**src/rtl/mult_div_unit.sv**
```systemverilog
// mult_div_unit: iterative 32-bit multiply/divide unit for the EX stage.
// Runs MULT/MULTU (shift-add, LSB first) and DIV/DIVU (restoring, MSB first)
// over 32 iterations. The result lands in HI/LO one cycle later.
//
// Ports:
//   clk_i          rising-edge clock
//   rst_i          asynchronous active-high reset
//   start_i        launch an operation (honoured only while idle)
//   op_i           00 MULT, 01 MULTU, 10 DIV, 11 DIVU
//   a_i, b_i       multiplicand/dividend, multiplier/divisor
//   hi_write_i     MTHI strobe (idle only)
//   lo_write_i     MTLO strobe (idle only)
//   write_data_i   data for MTHI/MTLO
//   busy_o         operation in progress
//   done_o         one-cycle pulse when HI/LO take a new result
//   hi_o, lo_o     HI/LO registers
module mult_div_unit (
    input  logic        clk_i,
    input  logic        rst_i,
    input  logic        start_i,
    input  logic [1:0]  op_i,
    input  logic [31:0] a_i,
    input  logic [31:0] b_i,
    input  logic        hi_write_i,
    input  logic        lo_write_i,
    input  logic [31:0] write_data_i,
    output logic        busy_o,
    output logic        done_o,
    output logic [31:0] hi_o,
    output logic [31:0] lo_o
);

    typedef enum logic [1:0] {StIdle, StRun, StFinish} state_e;

    state_e      state_q, state_d;
    logic [4:0]  cnt_q, cnt_d;
    logic [63:0] acc_q, acc_d;
    logic [31:0] a_q, a_d;        // multiplicand / dividend magnitude
    logic [31:0] b_q, b_d;        // multiplier / divisor magnitude
    logic        div_q, div_d;
    logic        neg_q, neg_d;    // negate product or quotient
    logic        rneg_q, rneg_d;  // negate remainder (dividend sign)
    logic [31:0] hi_q, hi_d;
    logic [31:0] lo_q, lo_d;
    logic        done_q, done_d;

    // Operand preparation at Start
    logic        is_signed, a_neg, b_neg;
    logic [31:0] a_mag, b_mag;

    assign is_signed = ~op_i[0];
    assign a_neg     = is_signed & a_i[31];
    assign b_neg     = is_signed & b_i[31];
    assign a_mag     = a_neg ? (32'd0 - a_i) : a_i;
    assign b_mag     = b_neg ? (32'd0 - b_i) : b_i;

    // One multiply step: add multiplicand into the upper half, shift right.
    logic [32:0] mul_sum;
    logic [63:0] mul_next;

    assign mul_sum  = {1'b0, acc_q[63:32]} + {1'b0, (b_q[0] ? a_q : 32'd0)};
    assign mul_next = {mul_sum, acc_q[31:1]};

    // One restoring divide step: remainder in acc[63:32], quotient in acc[31:0].
    // The shifted remainder needs 33 bits; after the step it always fits 32.
    logic [32:0] div_shift;
    logic [33:0] div_diff;
    logic        div_ge;
    logic [31:0] div_rem;
    logic [63:0] div_next;

    assign div_shift = {acc_q[63:32], a_q[31]};
    assign div_diff  = {1'b0, div_shift} - {2'b00, b_q};
    assign div_ge    = ~div_diff[33];
    assign div_rem   = div_ge ? div_diff[31:0] : div_shift[31:0];
    assign div_next  = {div_rem, acc_q[30:0], div_ge};

    // Sign fix-up for the FINISH write
    logic [63:0] prod_fix;
    logic [31:0] res_hi, res_lo;

    assign prod_fix = neg_q ? (64'd0 - acc_q) : acc_q;

    always_comb begin
        if (div_q) begin
            res_lo = neg_q ? (32'd0 - acc_q[31:0]) : acc_q[31:0];
            res_hi = rneg_q ? (32'd0 - acc_q[63:32]) : acc_q[63:32];
        end else begin
            res_lo = prod_fix[31:0];
            res_hi = prod_fix[63:32];
        end
    end

    always_comb begin
        state_d = state_q;
        cnt_d   = cnt_q;
        acc_d   = acc_q;
        a_d     = a_q;
        b_d     = b_q;
        div_d   = div_q;
        neg_d   = neg_q;
        rneg_d  = rneg_q;
        hi_d    = hi_q;
        lo_d    = lo_q;
        done_d  = 1'b0;

        unique case (state_q)
            StIdle: begin
                if (hi_write_i) hi_d = write_data_i;
                if (lo_write_i) lo_d = write_data_i;
                if (start_i) begin
                    state_d = StRun;
                    cnt_d   = 5'd0;
                    acc_d   = 64'd0;
                    a_d     = a_mag;
                    b_d     = b_mag;
                    div_d   = op_i[1];
                    // A zero divisor keeps the quotient at all-ones and lets
                    // the remainder come back as the original dividend.
                    neg_d   = (a_neg ^ b_neg) & (|b_i);
                    rneg_d  = a_neg;
                end
            end
            StRun: begin
                if (div_q) begin
                    acc_d = div_next;
                    a_d   = {a_q[30:0], 1'b0};
                end else begin
                    acc_d = mul_next;
                    b_d   = {1'b0, b_q[31:1]};
                end
                cnt_d = cnt_q + 5'd1;
                if (cnt_q == 5'd31) state_d = StFinish;
            end
            StFinish: begin
                hi_d    = res_hi;
                lo_d    = res_lo;
                done_d  = 1'b1;
                state_d = StIdle;
            end
            default: state_d = StIdle;
        endcase
    end

    always_ff @(posedge clk_i or posedge rst_i) begin
        if (rst_i) begin
            state_q <= StIdle;
            cnt_q   <= 5'd0;
            acc_q   <= 64'd0;
            a_q     <= 32'd0;
            b_q     <= 32'd0;
            div_q   <= 1'b0;
            neg_q   <= 1'b0;
            rneg_q  <= 1'b0;
            hi_q    <= 32'd0;
            lo_q    <= 32'd0;
            done_q  <= 1'b0;
        end else begin
            state_q <= state_d;
            cnt_q   <= cnt_d;
            acc_q   <= acc_d;
            a_q     <= a_d;
            b_q     <= b_d;
            div_q   <= div_d;
            neg_q   <= neg_d;
            rneg_q  <= rneg_d;
            hi_q    <= hi_d;
            lo_q    <= lo_d;
            done_q  <= done_d;
        end
    end

    assign busy_o = (state_q != StIdle);
    assign done_o = done_q;
    assign hi_o   = hi_q;
    assign lo_o   = lo_q;

endmodule

```
**config.mk**
```make
export PLATFORM = sky130hd
export DESIGN_NAME = mult_div_unit
export DESIGN_NICKNAME = d
export VERILOG_FILES = /design/src/rtl/mult_div_unit.sv
export SDC_FILE = /design/constraint.sdc
export NUM_CORES = 1
export LEC_CHECK = 0
export CAP_MARGIN = 20
export CELL_PAD_IN_SITES_DETAIL_PLACEMENT = 0
export CELL_PAD_IN_SITES_GLOBAL_PLACEMENT = 2
export CORE_ASPECT_RATIO = 0.7
export CORE_MARGIN = 2
export CORE_UTILIZATION = 37
export CTS_CLUSTER_SIZE = 28
export DETAILED_ROUTE_END_ITERATION = 8
export PLACE_DENSITY_LB_ADDON = 0.1
export SLEW_MARGIN = 20
export SYNTH_ARGS = -nofsm -noshare
export SYNTH_HDL_FRONTEND = slang
export SYNTH_SLANG_ARGS = --single-unit
```
**constraint.sdc**
```tcl
create_clock -name clk_i -period 16 [get_ports clk_i]
set_input_delay 4.8 -clock clk_i [delete_from_list [all_inputs] [get_ports clk_i]]
set_output_delay 4.8 -clock clk_i [all_outputs]
set_load 0.01 [all_outputs]
```
Word level (Yosys, flattened, before mapping) --
Cells that the tools add are included.
Storage, ports and cells: register bits after elaboration 203, input bits 103, output and inout port bits 66, word-level logic and storage cells 74
Operators by class: add/subtract/negate cells 8, equality and inequality tests 9, muxes and demuxes 28, bitwise operators 6, reduce and logical (&&, ||, !) cells 12
Operators with widths (number):
- $mux W32 | 14
- $pmux W32 S2 | 4
- $mux W64 | 3
- $pmux W64 S2 | 1
- $sub A1 B32 Y32 const A | 4
- $sub A1 B64 Y64 const A | 1
- $sub A33 B32 Y34 | 1
- $add A32 B32 Y33 | 1
- $reduce_or A32 Y1 | 1
- $ne A2 B2 Y1 const B | 6
- $pmux W5 S2 | 1
- $reduce_and A2 Y1 | 5
- $reduce_and A3 Y1 | 2
- $reduce_bool A2 Y1 | 3
- $add A5 B1 Y5 const B | 1
- $eq A5 B5 Y1 const B | 1
- $mux W5 | 1
- $mux W2 | 2
- $pmux W2 S2 | 1
- $and A1 B1 Y1 | 3
- $eq A2 B1 Y1 const B | 1
- $eq A2 B2 Y1 const B | 1
- $logic_not A2 Y1 | 1
- $not A1 Y1 | 2
- 2 further kinds | 2

Longest topological paths before layout --
Gate-level depths: netlist of the first run.
word-level depth 5, depth in mapped cells 15, mapped depth without buffers 14

Worst setup path after synthesis of the first run --
No wires, ideal clock.
path kind input -> register, from input a_i[8], to register a_q[21], data arrival time 6.768 ns, required time 15.867 ns, setup slack 9.099 ns, cell stages on the path 9, buffers on the path 0, cells stage by stage or3_1 or3_1 or4_1 nand2b_1 o41ai_2 xor2_1 nor2_1 a21oi_1 o21ai_0
Between the ends: longest elaborated chain between the ends 4
Ends and longest elaborated chain:
- from (decl) | RTL line 22 | input logic [31:0] a_i,
- $sub A1 B32 Y32 | RTL line 54 | assign a_mag = a_neg ? (32'd0 - a_i) : a_i;
- $mux W32 | RTL line 54
- $mux W32 | RTL line 111 | if (start_i) begin
- $pmux W32 S2 | RTL line 107 | unique case (state_q)
- to (signal assigned) | RTL line 150 | a_q <= 32'd0;
- to (signal assigned) | RTL line 162 | a_q <= a_d;
- to (decl) | RTL line 38 | logic [31:0] a_q, a_d;
No other way between the ends. The select of a mux whose other input is x is not followed. A chain may end at the register's enable or synchronous reset.

Final worst setup path of the first run --
from input b_i[8], to register b_q[25]
Between the ends: longest elaborated chain between the ends 4
Ends and longest elaborated chain:
- from (decl) | RTL line 23 | input logic [31:0] b_i,
- $sub A1 B32 Y32 | RTL line 55 | assign b_mag = b_neg ? (32'd0 - b_i) : b_i;
- $mux W32 | RTL line 55
- $mux W32 | RTL line 111
- $pmux W32 S2 | RTL line 107
- to (signal assigned) | RTL line 151 | b_q <= 32'd0;
- to (signal assigned) | RTL line 163 | b_q <= b_d;
- to (decl) | RTL line 39 | logic [31:0] b_q, b_d;
No other way between the ends. The select of a mux whose other input is x is not followed.

==> reports/qor.txt, run 1 <==
Tmin final - 7.153 ns
Met3 usage - 4.925%
Seq/Total Area, Yosys - 33.18%
Post-Syn Nets - 2055
Largest net degree at the start of global routing - 94
Most frequent cell after synthesis - o21ai_0
Max frequency - 0.1398 GHz
Worst Path Arrival - 7.62 ns
Setup violations, final - 0
Synth top cells by count - 249 x o21ai_0, 203 x dfrtp_1, 188 x nand2_1
Peak supply drop - 0.08924 mV
# DRC - 0
Total power - 4.300 mW
Tcrit/Tclk final - 44.71%
Worst slack, placed - 8.341 ns
Main combinational cell family by area after synthesis - compound AO/OA/AOI/OAI gates
P&R area growth vs syn - 18.53%
MaxCap Viol Count - 0
ANT nets after route - 0
Via/cell ratio - 5.626
WL/cell - 21.56 um
Power Density - 236.9 mW/mm^2
Pre-antenna DRT Iters - 5
Lkg Pwr - 7.584 nW
Hold_buf cts - 0
Initial core utilization - 37.45%
Post-Synth XOR/XNOR Area - 9.553%
Ys Warns - 0
CTS sink count - 203
Layout Cells excl Fill - 2540
Avg Cell Area, Syn - 8.148 sq um
Die height - 174.2 um
CTS max path bufs - 3
Worst-margin pin slew - 1.029 ns
Dpl cells - 2498
Synth Area in Compound Gates - 24.60%
H-tree lvl count - 1
Die area - 0.04305 sq mm
Root Buffer - clkbuf_16
Nets - 2155
Mux cell area share after synthesis - 4.070%
Cell taking the most area after synthesis - dfrtp_1
Final hold violations - 0
HP Class - register to register
Mapped Area - 0.01531 sq mm
Top-area cell type share of the netlist area - 33.18%
GRT Max-Usage Layer - met1
Site row count - 62
Clock skew - 0.02052 ns
Critical Path RT - 16.47 ns
TritonCTS clock tree - yes
EDFF count, synth - 0
Core area - 0.04088 sq mm
Worst setup margin - 8.847 ns
Die W - 247.1 um
Setup crit end kind - register
Worst Setup Path Type - primary input to register
Adder-cell share of the synthesized area - 6.064%
Routing usage on met2 - 31.94%
Crit start category - primary input
Ports - 169
Overall Global Routing Usage - 25.10%
Synth top area cells - dfrtp_1 33%, o21ai_0 8.1%, ha_1 5.8%
Grt ovf - 0
Synth unique cells - 73
First-pass GRT wire length - 83.09 mm
Critical Path Fanout Max - 4
Post-Synth Simple-Gate Area - 17.86%
Met1 Use GR - 42.34%
WL final - 54.77 mm
Postcts setup bufs - 0
Slew Limit Fails - 0
Setup TNS Final - 0 ns
Skew-Pair Late Insertion Delay - 0.55 ns
Vias in the first global route - 13070
Reg clk slew, reported paths - 0.07 ns
Vias - 14290
Async SR Flop Fraction - 100.0%
Port bufs - 168
RSZ-0062 raised after global routing - false
Antenna violations before repair - 2
Max-Slew Margin vs Limit - 31.17%
DRT iter0 DRCs - 1127
Mapped Cells - 1879
Total CTS buffers - 23
Post-route cell area - 0.01815 sq mm
GPL Wtd Cong - 0.9391
Ys flop type - dfrtp_1
Fill cell count - 4108
Cts repair resizes - 0
#FFs+latches synth - 203
Layout cell share with drive strength beyond 1 - 4.712%
Status - finished clean
Final HPWL DP - 41.62 mm
Post-DP Area - 0.01740 sq mm
==> layout by cell type (no fill, tap or decap), drive strengths merged, types with 8 or more instances in the layout <==
master / n
nand3: 53
xor2: 78
nor3: 35
nand2: 188
inv: 66
a21oi: 165
a211oi: 8
o22ai: 15
nand2b: 25
o31ai: 21
o221ai: 17
and2: 40
mux2i: 60
nor4: 17
buf: 20
nand4: 10
o211ai: 38
a31oi: 17
ha: 71
nor2: 121
nor2b: 8
a21o: 29
dfrtp: 203
or3: 24
or4: 11
a22oi: 22
clkbuf: 32
xnor2: 89
o41ai: 12
or2: 8
o21ai: 253
and3: 15
clkdlybuf4s50: 168
==> cells by family (layout without fill, tap and decap cells) <==
kind of cell / Yosys count / in the layout
and+or+nand+nor: 565 / 565
buffers and inverters: 177 / 293
DFF: 203 / 203
xor gates and xnor gates: 167 / 167
adders and majority gates: 73 / 73
muxes: 62 / 62
AOI/OAI and AO/OA: 632 / 632
other: 0 / 1
==> per-stage QoR <==
stage               hold slack, ns  util [%]
finish                      0.4804     44.39
global route                0.5022     44.38
global placement            0.4609     42.55
detailed placement          0.4704     42.55
CTS                         0.4844     44.38
floorplan                   0.4587         -
==> worst paths after layout <==
check / startpoint / end / slack [ns] / cells after the start
max in group asynchronous: rst_i / acc_q[63] / 9.89 / 3
max: b_i[8] / b_q[25] / 8.85 / 11
max reg2reg: b_q[0] / acc_q[60] / 11.63 / 13
min: lo_o[1] / lo_o[1] / 0.48 / 2
min reg2reg: lo_o[1] / lo_o[1] / 0.48 / 2
min in group asynchronous: rst_i / state_q[1] / 4.76 / 2
==> state kept, by name (all words and copies together) (netlist names) <==
signal,cells
acc_q,64
done_o,1
hi_o,32
a_q,32
div_q,1
rneg_q,1
cnt_q,5
b_q,32
neg_q,1
lo_o,32
state_q,2
==> critical path, stage by stage <==
cell and delay, ns:
clkdlybuf4s50_1 0.45, nor3_1 0.26, nand2b_1 0.11, or3_1 0.40
nor3_1 0.21, and3_1 0.26, nand2_1 0.15, o41ai_1 0.60
xnor2_1 0.19, nor2_1 0.06, o22ai_1 0.14
==> routing by layer <==
| metal | up-vias | wire length, um |
|---|---|---|
| li1 | 6990 | - |
| met1 | 6836 | 29640 |
| met4 | 4 | 898 |
| met2 | 408 | 20460 |
| met5 | - | 26 |
| met3 | 52 | 3748 |
==> power by group <==
| part | internal [mW] | switching [mW] | leakage, nW | total [mW] |
|---|---|---|---|---|
| logic | 1.08 | 1.60 | 4.68 | 2.68 |
| clock network | 0.312 | 0.234 | 0.369 | 0.546 |
| registers | 0.754 | 0.320 | 2.53 | 1.07 |
| total | 2.15 | 2.15 | 7.58 | 4.30 |
==> final cells by class <==
cell class | count | area [sq um] | area share (%)
well taps | 544 | 680.7 | 3.751
multi-input cells | 1499 | 9558 | 52.67
repair buffers | 188 | 1832 | 10.09
clock inverters | 9 | 106.4 | 0.5860
flip-flops and latches | 203 | 5081 | 28.00
diodes | 1 | 2.502 | 0.01379
inverters | 64 | 247.7 | 1.365
clock buffers | 32 | 639.4 | 3.523
Power figures use the tool's default switching activity.
==> inputs of run 2 (changes only) <==
--- a/config.mk
+++ b/config.mk
@@ -10,7 +10,7 @@
 export CELL_PAD_IN_SITES_GLOBAL_PLACEMENT = 2
 export CORE_ASPECT_RATIO = 0.7
 export CORE_MARGIN = 2
-export CORE_UTILIZATION = 37
+export CORE_UTILIZATION = 35
 export CTS_CLUSTER_SIZE = 28
 export DETAILED_ROUTE_END_ITERATION = 8
 export PLACE_DENSITY_LB_ADDON = 0.1
==> constraint.sdc (replaced) <==
create_clock -name clk_i -period 6.63 [get_ports clk_i]
set_input_delay 1.989 -clock clk_i [delete_from_list [all_inputs] [get_ports clk_i]]
set_output_delay 1.989 -clock clk_i [all_outputs]
set_load 0.01 [all_outputs]
==> run 2 against run 1 <==
  * Sequential cell count unchanged
  * Critical path type is now register to register
  * Clock skew decreased by 0.0055 ns
  * Largest power group unchanged
  * Total power increased by 140%
==> reports/qor.txt, run 2 (same netlist as run 1, synthesis figures left out) <==
Status - finished clean
Pre-antenna DRT Iters - 5
Fill cell count - 4447
Crit start category - register
HP Class - register to register
Nets - 2157
Power Density - 572.6 mW/mm^2
Register area - 0.005081 sq mm
Skew-Pair Late Insertion Delay - 0.56 ns
RSZ-0062 raised after global routing - false
Worst Hold Launch - lo_o[11]
P&R area growth vs syn - 19.58%
Hold_buf cts - 0
TritonCTS clock tree - yes
Critical Path Fanout Max - 24
Commonest non-fill, non-tap cells in the layout - 249 x o21ai_0, 202 x dfrtp_1, 188 x nand2_1, 168 x clkdlybuf4s50_1, 165 x a21oi_1
Final hold violations - 0
Peak supply drop - 0.2065 mV
Reg with most FFs - acc_q
Max FFs per register - 64
Total CTS buffers - 25
Layout cell share with drive strength beyond 1 - 4.855%
Worst Setup Path Type - register to register
Path depth of the worst reg2reg path - 10
Site row count - 64
Port bufs - 168
Max-Slew Margin vs Limit - 38.78%
Reg clk slew, reported paths - 0.07 ns
First-pass GRT wire length - 83.84 mm
CTS max path bufs - 3
Setup slack, reg-to-reg - 2.27 ns
Vias in the first global route - 13190
# DRC - 0
Post-route cell area - 0.01831 sq mm
Layout Cells excl Fill - 2592
Lkg Pwr - 7.628 nW
Clock skew - 0.01505 ns
Antenna violations before repair - 2
Setup crit end kind - register
Cts repair resizes - 0
Overall Global Routing Usage - 24.15%
Largest net degree at the start of global routing - 133
ANT nets after route - 0
Die height - 179.0 um
# diodes - 0
Final HPWL DP - 42.13 mm
CTS sink count - 203
Reg-to-Reg End - acc_q[37]
Worst hold endpoint - lo_o[11]
GPL Wtd Cong - 0.9112
Critical Path RT - 7.07 ns
WL/cell - 21.27 um
Die W - 254.0 um
H-tree lvl count - 1
Slew Limit Fails - 0
Most common cell after layout, fill and taps aside - o21ai_0
MaxCap Viol Count - 0
Setup TNS Final - 0 ns
Setup violations, final - 0
Worst Path Arrival - 4.80 ns
Ports - 169
Hold depth - 1
Die area - 0.04546 sq mm
Multi-input gate area - 0.009554 sq mm
Tcrit/Tclk final - 65.74%
R2r startpoint - acc_q[37]
Dpl cells - 2548
Worst-margin pin slew - 0.9184 ns
Tmin final - 4.359 ns
Post-DP Area - 0.01746 sq mm
Total power - 10.48 mW
Initial core utilization - 35.28%
DRT iter0 DRCs - 1156
Grt ovf - 0
Vias - 14250
Root Buffer - clkbuf_16
Postcts setup bufs - 0
Via/cell ratio - 5.499
WL final - 55.14 mm
Max frequency - 0.2294 GHz
Core area - 0.04340 sq mm
run 2: metal layers:
metal / global-route usage, % / up-vias / share of wire, %
li1: - / 6983 / -
met1: 40.24 / 6899 / 55
met2: 32.10 / 332 / 39
met3: 3.934 / 37 / 5.6
met4: 3.015 / 2 / 1.1
met5: 0 / - / 0.020
run 2: layout make-up:
class	count	area share (%)
Clock inverter	6	0.4784
Sequential cell	203	27.75
Tap cell	594	4.059
Multi-Input combinational cell	1499	52.18
Clock buffer	38	4.121
Inverter	64	1.333
Timing Repair Buffer	188	10.07
run 2: power by group:
group / total (mW) / internal (mW) / switching, mW
clock: 1.44 / 0.858 / 0.580
combinational: 6.45 / 2.62 / 3.83
sequential: 2.59 / 1.82 / 0.772
total: 10.5 / 5.30 / 5.19
run 2: worst max path at each step:
stage	startpoint	cells after the start	to
after CTS	a_i[4]	11	a_q[25]
after detailed placement	a_i[4]	11	a_q[25]
after global placement	a_i[4]	11	a_q[25]
final	acc_q[37]	10	acc_q[37]
after floorplan	rst_i	1	a_q[0]
after global routing	a_i[2]	11	a_q[25]
run 2: worst max-delay path: stages (launching register included):
cell and delay [ns]:
dfrtp_1 0.60, ha_1 0.54, nand4_1 0.12, or3_1 0.35, o211ai_2 0.22, a41oi_2 0.26, o21ai_2 0.36, a221o_2 0.69
buf_4 0.38, mux2_2 0.40, a221o_1 0.31
run 2: stage by stage:
stage	hold slack [ns]	setup slack (ns)	utilization, %
final	0.4841	2.271	42.18
after global routing	0.5099	2.026	42.18
after CTS	0.4860	2.337	42.17
after detailed placement	0.4717	1.784	40.23
after global placement	0.4618	1.759	40.23
after floorplan	0.4587	2.011	-
==> inputs of run 3 (changes only) <==
==> constraint.sdc (replaced) <==
create_clock -name clk_i -period 4.4 [get_ports clk_i]
set_input_delay 1.32 -clock clk_i [delete_from_list [all_inputs] [get_ports clk_i]]
set_output_delay 1.32 -clock clk_i [all_outputs]
set_load 0.01 [all_outputs]
==> run 3 against run 2 <==
  * Sequential share of layout area is 0.38 points lower
  * Setup slack worse by 1.7 ns
  * Fmax is 14% higher
  * Clock power is 54% higher
  * Clock skew is 0.0020 ns higher
  * First-iteration DRC count is 3.3% higher
  * Routed wire length is 1.9% higher
  * Count of clock-buffer cells in the layout is 6 lower
  * Via count is 0.83% higher
  * Total power is 54% higher
  * Register-to-register slack worse by 1.7 ns
  * Final cell count is 1.0% higher
  * Critical endpoint is now acc_q[35]
  * Highest routed layer unchanged
==> reports/qor.txt, run 3 (same netlist as run 1, synthesis figures left out) <==
Clock skew - 0.01702 ns
Lkg Pwr - 7.762 nW
DRT iter0 DRCs - 1194
Max FFs per register - 64
Max stage delay on crit path - 0.55 ns
Slew Limit Fails - 0
CTS max path bufs - 3
Worst Setup SP - acc_q[35]
Multi-input gate area - 0.009554 sq mm
Core area - 0.04340 sq mm
Setup TNS Final - 0 ns
GPL Wtd Cong - 0.9208
Overall Global Routing Usage - 24.51%
WL final - 56.20 mm
Largest net degree at the start of global routing - 86
H-tree lvl count - 1
Commonest non-fill, non-tap cells in the layout - 249 x o21ai_0, 202 x dfrtp_1, 188 x nand2_1, 168 x clkdlybuf4s50_1, 165 x a21oi_1
Final hold violations - 0
Cts repair resizes - 0
R2r startpoint - acc_q[35]
# DRC - 0
Worst setup margin - 0.5661 ns
Nets - 2183
Layout Cells excl Fill - 2619
RSZ-0062 raised after global routing - false
Die W - 254.0 um
Final HPWL DP - 43.50 mm
TritonCTS clock tree - yes
Vias in the first global route - 13410
Setup violations, final - 0
Setup crit end kind - register
Hold Slack - 0.4822 ns
Critical Path Fanout Max - 15
First-pass GRT wire length - 84.89 mm
Reg with most FFs - acc_q
Site row count - 64
Reg clk slew, reported paths - 0.07 ns
# diodes - 0
Tmin final - 3.834 ns
Antenna violations before repair - 1
Skew-Pair Late Insertion Delay - 0.55 ns
Root Buffer - clkbuf_16
Worst slack, placed - 0.2397 ns
Hold_buf cts - 0
Critical path, cell by cell - ha_1 -> o211ai_1 -> a21oi_1 -> nor2_1 -> o211ai_2 -> a41oi_2 -> o21ai_2 -> a221o_2 -> buf_12 -> buf_12 -> mux2i_1 -> o21ai_0
Most common cell after layout, fill and taps aside - o21ai_0
Vias - 14370
MaxCap Viol Count - 0
Worst Setup Path Type - register to register
Power Density - 869.0 mW/mm^2
Most used cell, CP - buf_12
Port bufs - 168
Total CTS buffers - 25
CTS sink count - 203
Fill cell count - 4424
Crit start category - register
Layout cell share with drive strength beyond 1 - 6.173%
Path depth of the worst reg2reg path - 12
Setup slack, reg-to-reg - 0.57 ns
Postcts setup bufs - 0
Total power - 16.13 mW
HP Class - register to register
Worst-margin pin slew - 0.9489 ns
Die height - 179.0 um
Crit path max-delay family - compound AO/OA/AOI/OAI gates
Highest-delay cell along the critical path - dfrtp_1
Grt ovf - 0
Crit path to - acc_q[35]
Register area - 0.005081 sq mm
P&R area growth vs syn - 21.25%
Max frequency - 0.2608 GHz
Worst Path Arrival - 4.26 ns
Ports - 169
ANT nets after route - 0
Max-Slew Margin vs Limit - 36.74%
Reg-to-Reg End - acc_q[35]
Die area - 0.04546 sq mm
Tcrit/Tclk final - 87.13%
Dpl cells - 2574
Via/cell ratio - 5.488
Pre-antenna DRT Iters - 5
Buf+Inv Stages, Crit Path - 2
Peak supply drop - 0.3252 mV
Initial core utilization - 35.28%
Critical path depth - 12
Status - finished clean
Critical Path RT - 4.83 ns
WL/cell - 21.46 um
[run 3: cell count changes in the layout (fill, tap and decap cells not counted), moves of 2 or more]
cell,previous run,this run
buf_12,1,4
clkbuf_8,8,5
nor2_2,3,1
clkbuf_1,5,2
clkinvlp_4,1,7
buf_4,19,42
[run 3: cell type report]
type,instances,share of cell area [%]
Clock inverter,13,0.8762
Clock buffer,32,3.781
Inverter,64,1.314
Sequential cell,203,27.37
Timing Repair Buffer,214,11.19
Tap cell,594,4.003
Multi-Input combinational cell,1499,51.47
[run 3: routing by layer]
metal,vias up,routed length [um],track usage (%)
li1,7007,-,-
met1,6991,30630,40.57
met2,331,21550,32.35
met3,41,3153,4.210
met4,2,855,3.922
met5,-,14,0
[run 3: how the worst min path moves through the flow]
stage / start / to / cells after the start / slack, ns
6_report: lo_o[0] / lo_o[0] / 1 / 0.48
5_1_grt: lo_o[0] / lo_o[0] / 1 / 0.49
4_1_cts: lo_o[10] / lo_o[10] / 2 / 0.48
3_5_place_dp: lo_o[10] / lo_o[10] / 2 / 0.47
3_3_place_gp: lo_o[0] / lo_o[0] / 1 / 0.46
2_1_floorplan: a_q[0] / a_q[0] / 2 / 0.46
[run 3: report_power, final]
| group | switching, mW | internal (mW) | total (mW) |
|---|---|---|---|
| clock network | 0.913 | 1.30 | 2.22 |
| registers | 1.03 | 2.75 | 3.78 |
| logic | 6.00 | 4.13 | 10.1 |
[run 3: stage by stage]
stage / util, % / area (sq um)
3_5_place_dp: 40.78 / 17700
3_3_place_gp: 40.77 / 17690
2_1_floorplan: - / 15310
5_1_grt: 42.77 / 18560
6_report: 42.77 / 18560
4_1_cts: 42.77 / 18560
[run 3: worst register-to-register path, delay by kind of cell, from the launching register on]
family / cells / cell delay (ns)
flops: 1 / 0.55
mux: 1 / 0.31
buf+inv: 2 / 0.39
compound gates: 7 / 1.86
fa+ha+maj: 1 / 0.45
simple gates: 1 / 0.15
